<file path="src/rtl/cla_pipe_adder.sv">
// Pipelined carry-lookahead adder/subtractor.
//
// Operands are split into NGRP = WIDTH/GROUP lookahead groups. A beat is captured into
// stage 0 on acceptance; stage k resolves group k from its registered group carry-in and
// hands the group carry-out to stage k+1. Result flags are registered after the last group.
// Latency is NGRP cycles and throughput is one beat per cycle. A single global stall holds
// every stage while the output is valid but not accepted.
//
// Ports:
//   clk, rst_n            clock (rising edge), asynchronous active-low reset
//   in_valid / in_ready   operand beat handshake (in_ready = !out_valid | out_ready)
//   a, b, cin, sub        operands; sub=1 computes a - b and ignores cin
//   out_valid / out_ready result beat handshake
//   sum, cout, ovf        result, carry out of MSB (1 = no borrow in sub), signed overflow
module cla_pipe_adder #(
    parameter int unsigned WIDTH = 16,
    parameter int unsigned GROUP = 4
) (
    input  logic             clk,
    input  logic             rst_n,
    input  logic             in_valid,
    output logic             in_ready,
    input  logic [WIDTH-1:0] a,
    input  logic [WIDTH-1:0] b,
    input  logic             cin,
    input  logic             sub,
    output logic             out_valid,
    input  logic             out_ready,
    output logic [WIDTH-1:0] sum,
    output logic             cout,
    output logic             ovf
);
    localparam int unsigned NGRP = WIDTH / GROUP;

    if ((WIDTH % GROUP) != 0) begin : g_bad_width
        $error("cla_pipe_adder: WIDTH must be a multiple of GROUP");
    end

    // Stage k keeps only the operand-B bits it still needs (groups k..NGRP-1), so the
    // B skew chain is a triangle. All stages are packed into one flat vector; boff(k)
    // is the offset of stage k's slice.
    function automatic int unsigned boff(input int unsigned k);
        return (k == 0) ? 0 : GROUP * (k * NGRP - (k * (k - 1)) / 2);
    endfunction

    localparam int unsigned BTOT = boff(NGRP);

    // Full lookahead: every carry is a flat sum of products of g/p and the group carry-in.
    function automatic logic [GROUP:0] cla_carries(input logic [GROUP-1:0] g,
                                                   input logic [GROUP-1:0] p,
                                                   input logic             ci);
        logic [GROUP:0] c;
        logic           term;
        c    = '0;
        c[0] = ci;
        for (int i = 1; i <= int'(GROUP); i++) begin
            term = ci;
            for (int j = 0; j < i; j++) term = term & p[j];
            c[i] = term;
            for (int j = 0; j < i; j++) begin
                term = g[j];
                for (int m = j + 1; m < i; m++) term = term & p[m];
                c[i] = c[i] | term;
            end
        end
        return c;
    endfunction

    // acc_q[k]: groups below k hold finished sum bits, groups k and up hold operand A.
    logic [NGRP-1:0]            vld_q, vld_d;
    logic [NGRP-1:0]            c_q, c_d;
    logic [NGRP-1:0][WIDTH-1:0] acc_q, acc_d;
    logic [BTOT-1:0]            b_q, b_d;
    logic [NGRP-1:0][GROUP-1:0] grp_a, grp_b, grp_p, grp_s;
    logic [NGRP-1:0][GROUP:0]   grp_c;
    logic [WIDTH-1:0]           sum_d;
    logic                       advance;
    logic                       out_valid_q, cout_q, ovf_q;
    logic [WIDTH-1:0]           sum_q;

    for (genvar k = 0; k < NGRP; k++) begin : g_stage
        localparam int unsigned BO = boff(k);
        localparam int unsigned BW = WIDTH - k * GROUP;

        assign grp_a[k] = acc_q[k][k*GROUP +: GROUP];
        assign grp_b[k] = b_q[BO +: GROUP];
        assign grp_p[k] = grp_a[k] ^ grp_b[k];
        assign grp_c[k] = cla_carries(grp_a[k] & grp_b[k], grp_p[k], c_q[k]);
        assign grp_s[k] = grp_p[k] ^ grp_c[k][GROUP-1:0];

        if (k == 0) begin : g_first
            // Subtraction is a + ~b + 1; cin only matters in add mode.
            assign vld_d[0]          = in_valid;
            assign c_d[0]            = sub | cin;
            assign acc_d[0]          = a;
            assign b_d[BO +: WIDTH]  = sub ? ~b : b;
        end else begin : g_next
            localparam int unsigned BOP = boff(k - 1);
            localparam logic [WIDTH-1:0] GMASK =
                {{(WIDTH - GROUP){1'b0}}, {GROUP{1'b1}}} << ((k - 1) * GROUP);

            assign vld_d[k]      = vld_q[k-1];
            assign c_d[k]        = grp_c[k-1][GROUP];
            assign acc_d[k]      = (acc_q[k-1] & ~GMASK) |
                                   ({{(WIDTH - GROUP){1'b0}}, grp_s[k-1]} << ((k - 1) * GROUP));
            assign b_d[BO +: BW] = b_q[BOP + GROUP +: BW];
        end
    end

    if (NGRP == 1) begin : g_sum_one
        assign sum_d = grp_s[0];
    end else begin : g_sum_many
        assign sum_d = {grp_s[NGRP-1], acc_q[NGRP-1][WIDTH-GROUP-1:0]};
    end

    assign advance  = !out_valid_q | out_ready;
    assign in_ready = advance;

    always_ff @(posedge clk or negedge rst_n) begin
        if (!rst_n) begin
            vld_q       <= '0;
            c_q         <= '0;
            acc_q       <= '0;
            b_q         <= '0;
            out_valid_q <= 1'b0;
            sum_q       <= '0;
            cout_q      <= 1'b0;
            ovf_q       <= 1'b0;
        end else if (advance) begin
            vld_q       <= vld_d;
            c_q         <= c_d;
            acc_q       <= acc_d;
            b_q         <= b_d;
            out_valid_q <= vld_q[NGRP-1];
            sum_q       <= sum_d;
            cout_q      <= grp_c[NGRP-1][GROUP];
            // Overflow: carry into the MSB differs from carry out of it.
            ovf_q       <= grp_c[NGRP-1][GROUP] ^ grp_c[NGRP-1][GROUP-1];
        end
    end

    assign out_valid = out_valid_q;
    assign sum       = sum_q;
    assign cout      = cout_q;
    assign ovf       = ovf_q;

endmodule

</file>
<file path="config.mk">
export PLATFORM = sky130hd
export DESIGN_NAME = cla_pipe_adder
export DESIGN_NICKNAME = d
export VERILOG_FILES = /design/src/rtl/cla_pipe_adder.sv
export SDC_FILE = /design/constraint.sdc
export NUM_CORES = 1
export LEC_CHECK = 0
export BUFFER_PORTS_ARGS = -buffer_cell sky130_fd_sc_hd__buf_2
export CAP_MARGIN = 20
export CORE_ASPECT_RATIO = 0.6
export CORE_MARGIN = 2
export CORE_UTILIZATION = 54
export CTS_CLUSTER_DIAMETER = 40
export CTS_CLUSTER_SIZE = 30
export DETAILED_ROUTE_END_ITERATION = 8
export PLACE_DENSITY_LB_ADDON = 0.12
export SLEW_MARGIN = 20
export SYNTH_ARGS = -nofsm -noshare
export SYNTH_HDL_FRONTEND = slang
export SYNTH_SLANG_ARGS = --single-unit
</file>
<file path="constraint.sdc">
create_clock -name clk -period 4.8 [get_ports clk]
set_input_delay 0.24 -clock clk [delete_from_list [all_inputs] [get_ports clk]]
set_output_delay 0.24 -clock clk [all_outputs]
set_load 0.005 [all_outputs]
</file>
==> summary.txt <==
Maximum clock path buffer count = 2
Fin crit period = 2910 ps
DR pass1 iterations = 5
Fin nets = 712
Clk_lat worst skew = 410 ps
Power per cell area = 693 nW/µm²
DIE WIDTH = 136 µm
Initial core utilization = 0.561
Final hold violations = 0
Buffer count from post-CTS setup fixing = 0
FF+latch area = 3280 µm²
Post-synthesis instance total = 597
Hold Path Class = input pin to flop
Hold EP = acc_q[9]
CP max FO = 66
CP Launch Type = flop
TritonCTS clock tree = yes
Hold depth = 3
Part of the cycle the worst path needs = 0.606
Area of the multi-input gates = 2150 µm²
DRC viols = 0
Design area = 6580 µm²
Cts hold-fix bufs = 1
Number of H-tree levels = 4
TritonCTS Sinks = 131
First-pass GRT wire length = 18400 µm
Clock slew at reported path FFs = 50 ps
Yosys cell types = 27
Worst-margin pin slew = 834 ps
CTS resizes = 0
Most frequent cells in the layout = 303 x nand2_1, 131 x dfrtp_1, 56 x buf_2
Peak Freq = 0.344 GHz
Commonest non-fill, non-tap cell in the layout = nand2_1
RD Place Congestion = 0.783
Antenna violations before repair = 0
DP Wirelength = 6600 µm
P&R area growth vs syn = 17.4%
Layout Cells excl Fill = 798
Status = finished, final reports clean
Arr. time, crit path = 2670 ps
Ys Warns = 0
WL final = 10300 µm
Placed Instances = 765
Area after DPL = 5960 µm²
GR Overflow Total = 0
PortBufs = 57
R2R depth = 5
Setup Crit Path Kind = flop to primary output
Total of max-cap violations = 0
Leakage = 0.00347 µW
Hold Startpoint = a[9]
Worst EP required = 4560 ps
Cell row count = 28
Post-synth EDFFs = 0
Mapped cell area = 5610 µm²
Vias per cell = 4.88
I/O pins = 58
Share of cells above drive strength 1 = 0.146
Core area = 9980 µm²
N_diodes = 0
Antenna-violating nets left = 0
Max-slew headroom = 0.444
RSZ-0062 raised after global routing = no
Asr flop ratio synth = 1.00
Vias in the first global route = 3903
Initial DRC Count = 221
Clock skew = 4.96 ps
Full die area = 11200 µm²
Root buf cell = clkbuf_16
Largest net degree at the start of global routing = 85
Synth Area per Inst = 9.39 µm²
Critical path capture point type = primary output
Syn Nets = 659
Setup TNS Final = 0 ps
GRT Total Usage = 0.208
Filler Cells Inserted = 837
Cts bufs inserted = 17
Total power = 4560 µW
Synth Register Bits = 131
Fin. max-slew vios = 0
Post-synth top flop = dfrtp_1
# setup viols final = 0
Worst reg2reg setup slack = 2050 ps
DR WL/cell = 13.0 µm
Post-synthesis sequential area ratio = 0.585
Die Height = 82.9 µm
RR Startpoint = out_valid
Reg2reg end = cout
Peak supply drop = 0.378 mV
Vias = 3891
-- cell usage after synthesis (2+ instances only) --
| master | instances | area, µm² |
|---|---|---|
| o21ai_0 | 25 | 125 |
| o21a_1 | 11 | 82.6 |
| clkbuf_1 | 6 | 22.5 |
| nor3_1 | 7 | 35.0 |
| dfrtp_1 | 131 | 3280 |
| o31ai_1 | 7 | 52.6 |
| ha_1 | 20 | 250 |
| o31a_1 | 3 | 26.3 |
| nand2b_1 | 2 | 12.5 |
| xnor2_1 | 18 | 158 |
| a21oi_1 | 5 | 25.0 |
| buf_2 | 22 | 110 |
| fa_1 | 4 | 80.1 |
| a21o_1 | 4 | 30.0 |
| inv_1 | 7 | 26.3 |
| nand2_1 | 303 | 1140 |
| o211a_1 | 4 | 40.0 |
| xor2_1 | 2 | 17.5 |
| buf_4 | 2 | 15.0 |
| nor2_1 | 7 | 26.3 |
-- power by group --
group / switching [µW] / leakage (µW) / internal, µW
clock network: 458 / 0.000301 / 842
registers: 283 / 0.00159 / 1600
logic: 783 / 0.00158 / 589
total: 1520 / 0.00347 / 3030
-- layer usage --
layer / wire, µm / track usage / share of wire / vias up
li1: - / - / - / 2001
met4: 106 / 0.0672 / 0.010 / 0
met2: 4510 / 0.302 / 0.44 / 64
met3: 401 / 0.0562 / 0.039 / 10
met1: 5320 / 0.306 / 0.51 / 1816
met5: 0 / 0 / 0 / -
-- critical path, cell delays in order (launching register included) --
cell      delay, ps
dfrtp_1         360
nor2b_4         160
buf_4           490
clkinv_2        820
buf_2           380
-- per-stage QoR --
step           hold slack (ps)   util  setup slack (ps)
3_5_place_dp               194  0.597              2100
3_3_place_gp               189  0.597              2180
4_1_cts                   12.1  0.659              1870
5_1_grt                   24.5  0.659              1660
6_report                  25.2  0.659              1890
2_1_floorplan            -55.6      -              3070
-- cell families (layout without fill, tap and decap cells) --
kind of cell	count (synthesis)	count (layout)	synth area share
adder cells (fa/ha/maj)	24	24	0.0589
flip-flops	131	131	0.585
AND/OR/NAND/NOR	322	322	0.221
buffers and inverters	38	104	0.0317
AO/OA/AOI/OAI	62	62	0.0725
XOR/XNOR	20	20	0.0313
-- how the worst max path moves through the flow --
stage	startpoint	to	depth (start not counted)
after floorplan	acc_q[20]	acc_q[39]	5
after global placement	out_ready	cout	6
after detailed placement	out_valid	cout	5
after CTS	out_valid	in_ready	4
after global routing	out_valid	in_ready	4
final	out_valid	in_ready	4
-- registers in the layout, indices dropped and copies added (netlist names) --
| register | count |
|---|---|
| cout | 1 |
| sum | 16 |
| vld_q | 4 |
| c_q | 4 |
| out_valid | 1 |
| b_q | 40 |
| ovf | 1 |
| acc_q | 64 |
-- layout make-up --
type / count / share of cell area
Multi-Input combinational cell: 428 / 0.327
Clock inverter: 9 / 0.0152
Sequential cell: 131 / 0.498
Inverter: 8 / 0.00475
Clock buffer: 23 / 0.0772
Timing Repair Buffer: 64 / 0.0521
Tap cell: 135 / 0.0257
Power figures use the tool's default switching activity.
